**src/rtl/fpga_config_loader.sv**
```systemverilog
// fpga_config_loader
//   Streams the fabric configuration image into the LUT and switch-box
//   configuration registers. The image has 2*NUM_LUT+NUM_SB words in this
//   order: LUT truth tables, switch-box words, LUT flop-selects. The fabric
//   clock-enable stays low until the last word has been written.
//
// Ports
//   clock      in   rising-edge config/fabric clock
//   reset_n    in   asynchronous active-low reset
//   start      in   one-cycle pulse that begins (or restarts) a load
//   cfg_valid  in   cfg_word is valid
//   cfg_word   in   configuration word
//   cfg_ready  out  a word is accepted this cycle when cfg_valid is also high
//   lut_we     out  one-hot LUT truth-table write strobe
//   lut_ff_we  out  one-hot LUT flop-select write strobe
//   lut_ff_sel out  flop-select value that goes with lut_ff_we
//   sb_we      out  one-hot switch-box write strobe
//   cfg_wdata  out  write data for lut_we / sb_we
//   word_idx   out  index of the next expected image word
//   busy       out  load in progress
//   done       out  full image written; held until the next start
//   fabric_en  out  fabric clock-enable, high only once the image is complete
module fpga_config_loader #(
  parameter int NUM_LUT = 11,
  parameter int NUM_SB  = 20,
  parameter int WORD_W  = 32
) (
  input  logic               clock,
  input  logic               reset_n,
  input  logic               start,
  input  logic               cfg_valid,
  input  logic [WORD_W-1:0]  cfg_word,
  output logic               cfg_ready,
  output logic [NUM_LUT-1:0] lut_we,
  output logic [NUM_LUT-1:0] lut_ff_we,
  output logic               lut_ff_sel,
  output logic [NUM_SB-1:0]  sb_we,
  output logic [WORD_W-1:0]  cfg_wdata,
  output logic [5:0]         word_idx,
  output logic               busy,
  output logic               done,
  output logic               fabric_en
);

  typedef enum logic [2:0] {IDLE, LUT, SB, FF, DONE} state_t;

  localparam logic [5:0] LUT_LAST = 6'(NUM_LUT - 1);
  localparam logic [5:0] SB_FIRST = 6'(NUM_LUT);
  localparam logic [5:0] SB_LAST  = 6'(NUM_LUT + NUM_SB - 1);
  localparam logic [5:0] FF_FIRST = 6'(NUM_LUT + NUM_SB);
  localparam logic [5:0] FF_LAST  = 6'(2 * NUM_LUT + NUM_SB - 1);

  localparam logic [NUM_LUT-1:0] LUT_ONE = {{(NUM_LUT-1){1'b0}}, 1'b1};
  localparam logic [NUM_SB-1:0]  SB_ONE  = {{(NUM_SB-1){1'b0}}, 1'b1};

  state_t     state;
  logic       accept;
  logic [5:0] sb_off;
  logic [5:0] ff_off;

  // busy is high exactly in LUT/SB/FF; start wins over a word offered in the
  // same cycle so a restart never swallows the first word of the new image.
  assign cfg_ready = busy & ~start;
  assign accept    = cfg_valid & cfg_ready;
  assign sb_off    = word_idx - SB_FIRST;
  assign ff_off    = word_idx - FF_FIRST;

  always_ff @(posedge clock or negedge reset_n) begin
    if (!reset_n) begin
      state      <= IDLE;
      lut_we     <= '0;
      lut_ff_we  <= '0;
      lut_ff_sel <= 1'b0;
      sb_we      <= '0;
      cfg_wdata  <= '0;
      word_idx   <= '0;
      busy       <= 1'b0;
      done       <= 1'b0;
      fabric_en  <= 1'b0;
    end else begin
      // Strobes are single-cycle pulses issued one cycle after acceptance.
      lut_we    <= '0;
      lut_ff_we <= '0;
      sb_we     <= '0;
      if (start) begin
        state     <= LUT;
        word_idx  <= '0;
        busy      <= 1'b1;
        done      <= 1'b0;
        fabric_en <= 1'b0;
      end else if (accept) begin
        word_idx <= word_idx + 6'd1;
        case (state)
          LUT: begin
            // Flop is bypassed until the FF phase writes the real select.
            lut_we     <= LUT_ONE << word_idx;
            lut_ff_we  <= LUT_ONE << word_idx;
            lut_ff_sel <= 1'b0;
            cfg_wdata  <= cfg_word;
            if (word_idx == LUT_LAST) state <= SB;
          end
          SB: begin
            sb_we     <= SB_ONE << sb_off;
            cfg_wdata <= cfg_word;
            if (word_idx == SB_LAST) state <= FF;
          end
          FF: begin
            // Only the MSB carries the flop select; cfg_wdata is left alone.
            lut_ff_we  <= LUT_ONE << ff_off;
            lut_ff_sel <= cfg_word[WORD_W-1];
            if (word_idx == FF_LAST) begin
              state     <= DONE;
              word_idx  <= '0;
              busy      <= 1'b0;
              done      <= 1'b1;
              fabric_en <= 1'b1;
            end
          end
          default: ;
        endcase
      end
    end
  end

endmodule

```
**config.mk**
```make
export PLATFORM = sky130hd
export DESIGN_NAME = fpga_config_loader
export DESIGN_NICKNAME = d
export VERILOG_FILES = /design/src/rtl/fpga_config_loader.sv
export SDC_FILE = /design/constraint.sdc
export NUM_CORES = 1
export LEC_CHECK = 0
export CORE_ASPECT_RATIO = 0.5
export CORE_MARGIN = 8
export CORE_UTILIZATION = 62
export DETAILED_ROUTE_END_ITERATION = 12
export DONT_BUFFER_PORTS = 1
export PLACE_DENSITY = 0.78
export SYNTH_ARGS = -nofsm -noshare
export SYNTH_HDL_FRONTEND = slang
export SYNTH_SLANG_ARGS = --single-unit
```
**constraint.sdc**
```tcl
create_clock -name clock -period 2.25 [get_ports clock]
set_input_delay 0.225 -clock clock [delete_from_list [all_inputs] [get_ports clock]]
set_output_delay 0.225 -clock clock [all_outputs]
set_load 0.02 [all_outputs]
```
==> results of run 1 <==
==> flip-flops by register name (all words and copies together), names as in the netlist <==
register and flops:
cfg_wdata 32, lut_ff_we 11, lut_ff_sel 1, fabric_en 1, lut_we 11, word_idx 6
sb_we 20, busy 1, state 3
==> metrics by stage <==
stage          setup WS [ns]  cell area (sq um)
2_1_floorplan          0.235               3650
3_3_place_gp           0.329               3710
3_5_place_dp           0.270               3710
4_1_cts                0.247               4010
5_1_grt                0.122               4010
6_report               0.209               4010
==> final timing paths <==
check / endpoint / slack [ns]
max: sb_we[14] / 0.21
min: sb_we[18] / -0.41
max reg2reg: sb_we[14] / 0.21
min reg2reg: cfg_wdata[28] / 0.66
max in group asynchronous: lut_we[0] / 2.53
min in group clock: state[2] / 0.02
==> critical path, cell delays in order (launching register included) <==
cell and delay [ns]:
dfrtp_1 0.50, ha_1 0.28, buf_4 0.17, xnor2_1 0.18, nor3_1 0.07, a31oi_1 0.52
nor4_1 0.16
==> kinds of logic (layout without fill, tap and decap cells) <==
logic type | Yosys count | in the layout | share of synthesized area, %
DFF | 86 | 86 | 59.0
and+or+nand+nor | 93 | 93 | 14.5
muxes | 33 | 33 | 10.1
AOI/OAI and AO/OA | 39 | 39 | 7.44
buffers and inverters | 30 | 38 | 4.11
xor gates and xnor gates | 10 | 10 | 2.40
adders and majority gates | 7 | 7 | 2.40
==> final cells by class <==
cell class                 count  area (sq um)
clock buffer                  11           233
fill                         388          1580
tap                           73          91.3
sequential                    86          2150
inverter                      14          52.6
multi-input combinational    182          1350
timing repair buffer           8          75.1
clock inverter                 5          58.8
==> cell usage in the layout (no fill, tap or decap), drive strengths merged, types with 6 or more instances in the layout <==
| cell type | instances |
|---|---|
| nor2 | 21 |
| nand2 | 13 |
| dfrtp | 86 |
| and2 | 10 |
| o22ai | 12 |
| buf | 7 |
| clkbuf | 11 |
| nor4 | 8 |
| and3 | 6 |
| ha | 7 |
| inv | 15 |
| xnor2 | 6 |
| nand3 | 9 |
| mux2 | 32 |
| o21ai | 7 |
==> routing by layer <==
| metal | routed length (um) | share of wire (%) | up-vias |
|---|---|---|---|
| li1 | - | - | 1043 |
| met1 | 3260 | 39 | 1163 |
| met2 | 4080 | 49 | 113 |
| met3 | 910 | 11 | 12 |
| met4 | 99 | 1.2 | 0 |
| met5 | 0 | 0 | - |
==> power breakdown <==
group | internal, W | switching (W)
registers | 0.00165 | 0.000210
logic | 0.000114 | 0.000118
clock network | 0.000861 | 0.000555
==> reports/metrics.yaml, run 1 <==
grt_overflow: 0
drive_gt1_share_pct: 17.6
setup_viol_count_final: 0
slew_violations: 0
cts_hold_buffers: 1
wl_per_cell_um: 22.0
syn_area_sq_um: 3650
cts_sinks: 86
synth_edf_count: 0
period_share_pct: 90.7
viasPerCell: 6.15
dr.pass1.iters: 4
p_total_w: 0.00351
dp_hpwl_um: 6160
avgSynthCellArea_sq_um: 12.2
ys_seq_area_share_pct: 59.0
use_met2_pct: 31.0
skew_ns: 0.00486
worst_pin_slew_ns: 0.679
n_antenna_cell: 0
tns_ns: 0
cp.arrival_ns: 2.21
die_area_sq_um: 8750
rsz0062_at_grt: "no"
wirelength_um: 8350
clk_pin_slew_ns: 0.06
die_w_um: 125
r2r-start: "word_idx[0]"
ys_seq_elements: 86
critPathCaptureType: "flip-flop"
cts_tree: "yes"
ys_top_cells_by_count: "dfrtp_1, mux2_2, nor2_1"
place.gp.congestion: 0.874
start_util_pct: 65.3
path_max_fanout: 12
synthTopCellsByArea: "dfrtp_1, mux2_2, mux2_1"
yosys.area.top_type_share_pct: 59.0
hold_viol: 86
p_per_area_nw_per_um2: 874
r2r_cells: 6
track_usage_pct: 19.5
max_cap_violations: 0
drtIter0Drc: 278
cts-root-buf: "clkbuf_16"
p_leak_nw: 1.79
period_minus_slack_ns: 2.04
grt_use_met3_pct: 9.64
synth-async-reset-ratio_pct: 100
ir_drop_mv: 0.754
grt_busiest_layer: "met2"
yosysTopAreaCell: "dfrtp_1"
critPathRequiredTime_ns: 2.42
synth_most_common_cell: "dfrtp_1"
die_y_um: 70.3
ys_warn_count: 0
synth_flop_cell: "dfrtp_1"
grt_max_degree: 87
syn_inst: 298
clk_latency_ns: 0.33
h-tree-depth: 3
slew_headroom_pct: 54.6
grt_pass1_wl_um: 13400
dpl.cell_count: 362
final_cells: 379
dr_total_vias: 2331
ant_nets: 0
post_cts_buffers: 0
syn-num-nets: 341
fin_util_pct: 71.8
start_kind: "flip-flop"
ios: 121
area_growth_pct: 9.87
run_status: "finished with violations"
cts_resized: 0
hp-class: "input pin to async pin"
grt_pass1_vias: 2287
clock.fmax_mhz: 490
critPathKind: "flip-flop to flip-flop"
met1_usage_pct: 23.0
holdWs_ns: -0.406
clockBufferDepth: 2
drc_errors: 0
antenna_found_initial: 0
rows: 19
synthDistinctLibCells: 47
coreArea_sq_um: 5590
fin_nets: 344
startpoint: "word_idx[0]"
numPortBuffers: 0
cts_inserted_buffers: 9
violations: "hold timing"
No activity file was read; power rests on OpenSTA's default activity.
==> run 2, diff against run 1 <==
--- a/config.mk
+++ b/config.mk
@@ -5,6 +5,7 @@
 export SDC_FILE = /design/constraint.sdc
 export NUM_CORES = 1
 export LEC_CHECK = 0
+export ABC_CLOCK_PERIOD_IN_PS = 2250
 export CORE_ASPECT_RATIO = 0.5
 export CORE_MARGIN = 8
 export CORE_UTILIZATION = 62
==> results of run 2 <==
No change in the layout: final DEF, timing and power equal those of run 1.
==> run 3, diff against run 2 <==
==> constraint.sdc (replaced) <==
create_clock -name clock -period 2.25 [get_ports clock]
set_input_delay 0.225 -clock clock [delete_from_list [all_inputs] [get_ports clock]]
set_output_delay 0.225 -clock clock [all_outputs]
set_load 0.1 [all_outputs]
==> run 3 against run 2 <==
Compared with the run above:
- the flow still finishes with violations (hold timing)
- final cell count increased by 2.6%
- routed wire length increased by 1.0%
- sequential cell count unchanged
- combinational power increased by 18%
- clock skew increased by 0.0023 ns
- global-route usage increased by 0.23 points
- via count increased by 1.8%
- critical endpoint is now lut_ff_we[1]
==> reports/metrics.yaml, run 3 (synthesis gave the netlist of run 1 again) <==
run_status: "finished with violations"
violations: "hold timing"
coreArea_sq_um: 5590
cts_inserted_buffers: 9
antenna_found_initial: 0
drive_gt1_share_pct: 22.5
fin_util_pct: 73.2
crit_family: "simple AND/OR/NAND/NOR gates"
cts_resized: 0
numPortBuffers: 0
hold_viol: 86
slowest_delay_ns: 0.45
drc_errors: 0
cts-root-buf: "clkbuf_16"
skew_ns: 0.00712
worst_pin_slew_ns: 0.941
critPathKind: "flip-flop to flip-flop"
tns_ns: 0
fin_nets: 354
dr_total_vias: 2373
critPathRequiredTime_ns: 2.49
slowest_stage: "dfrtp_2"
dp_hpwl_um: 6350
die_w_um: 125
die_y_um: 70.3
path_max_fanout: 10
layout_common_cells: "dfrtp_1, mux2_2, nor2_1"
cp.arrival_ns: 2.15
regArea_sq_um: 2160
dr.pass1.iters: 4
ant_nets: 0
wl_per_cell_um: 21.7
hp-class: "input pin to async pin"
p_per_area_nw_per_um2: 1000
start_kind: "flip-flop"
drtIter0Drc: 220
worst-r2r-setup-slack_ns: 0.35
clk_latency_ns: 0.33
rsz0062_at_grt: "no"
wirelength_um: 8430
critPathCaptureType: "flip-flop"
track_usage_pct: 19.8
slew_violations: 0
grt_pass1_vias: 2399
nFillCells: 371
place.gp.congestion: 0.852
grt_overflow: 0
p_leak_nw: 1.84
postPlaceCellArea_sq_um: 3790
viasPerCell: 6.10
ir_drop_mv: 0.927
p_total_w: 0.00409
r2r_cells: 5
clockBufferDepth: 2
cts_hold_buffers: 1
h-tree-depth: 3
n_antenna_cell: 0
crit_chain: "buf_4 > and3_1 > nor3b_1 > o211ai_1 > o22ai_1"
clock.fmax_mhz: 525
final_common_cell: "dfrtp_1"
largestRegisters: "cfg_wdata: 32 flops, sb_we: 20 flops"
grt_max_degree: 87
multi_input_area_sq_um: 1350
start_util_pct: 65.3
path_buf_inv: 1
ios: 121
largest_register: "cfg_wdata"
r2r-start: "word_idx[0]"
period_share_pct: 84.7
slew_headroom_pct: 37.3
die_area_sq_um: 8750
holdWs_ns: -0.413
cts_sinks: 86
grt_pass1_wl_um: 13700
clk_pin_slew_ns: 0.06
cts_tree: "yes"
post_cts_buffers: 0
setup_viol_count_final: 0
largest_register_ffs: 32
max_cap_violations: 0
area_growth_pct: 12.0
postLayoutCellArea_sq_um: 4090
r2r-end: "lut_ff_we[1]"
period_minus_slack_ns: 1.90
rows: 19
-- run 3: changes by cell type in the layout (fill, tap and decap cells not counted), sizes merged --
cell	before	now
clkinvlp	2	0
bufinv	1	0
inv	15	16
buf	7	17
clkinv	1	3
-- run 3: layout make-up --
class                      count  share of cell area (%)
multi-input combinational    182                    33.0
clock buffer                  11                    5.94
timing repair buffer          18                    3.67
inverter                      14                    1.29
sequential                    86                    52.8
clock inverter                 5                    1.04
tap                           73                    2.23
-- run 3: worst reg2reg max path, stage by stage (launching register included) --
cell      delay (ns)
dfrtp_2         0.45
buf_4           0.36
and3_1          0.35
nor3b_1         0.25
o211ai_1        0.22
o22ai_1         0.19
-- run 3: how the worst max path moves through the flow --
| stage | from | end | slack [ns] | cells past startpoint |
|---|---|---|---|---|
| floorplan | word_idx[1] | sb_we[16] | 0.01 | 7 |
| global placement | word_idx[4] | lut_ff_we[6] | 0.44 | 3 |
| detailed placement | word_idx[4] | lut_ff_we[7] | 0.39 | 3 |
| CTS | word_idx[4] | lut_ff_we[6] | 0.36 | 3 |
| global route | word_idx[0] | lut_ff_we[2] | 0.17 | 5 |
| finish | word_idx[0] | lut_ff_we[1] | 0.35 | 5 |
-- run 3: routing by layer --
| layer | vias up | GRT usage (%) | part of all wire (%) |
|---|---|---|---|
| met5 | - | 0 | 0 |
| met4 | 0 | 5.17 | 0.74 |
| met3 | 7 | 8.89 | 9.7 |
| met2 | 104 | 33.5 | 50 |
| met1 | 1193 | 22.4 | 39 |
| li1 | 1069 | - | - |
-- run 3: power by group --
group	total [W]	internal (W)	switching (W)
sequential	0.00244	0.00163	0.000810
combinational	0.000273	0.000118	0.000155
clock	0.00138	0.000791	0.000587
total	0.00409	0.00254	0.00155
-- run 3: metrics by stage --
stage | cells | setup slack, ns
final | 389 | 0.345
after global routing | 389 | 0.173
after CTS | 389 | 0.356
after detailed placement | 372 | 0.391
after global placement | 372 | 0.442
after floorplan | 298 | 0.0137
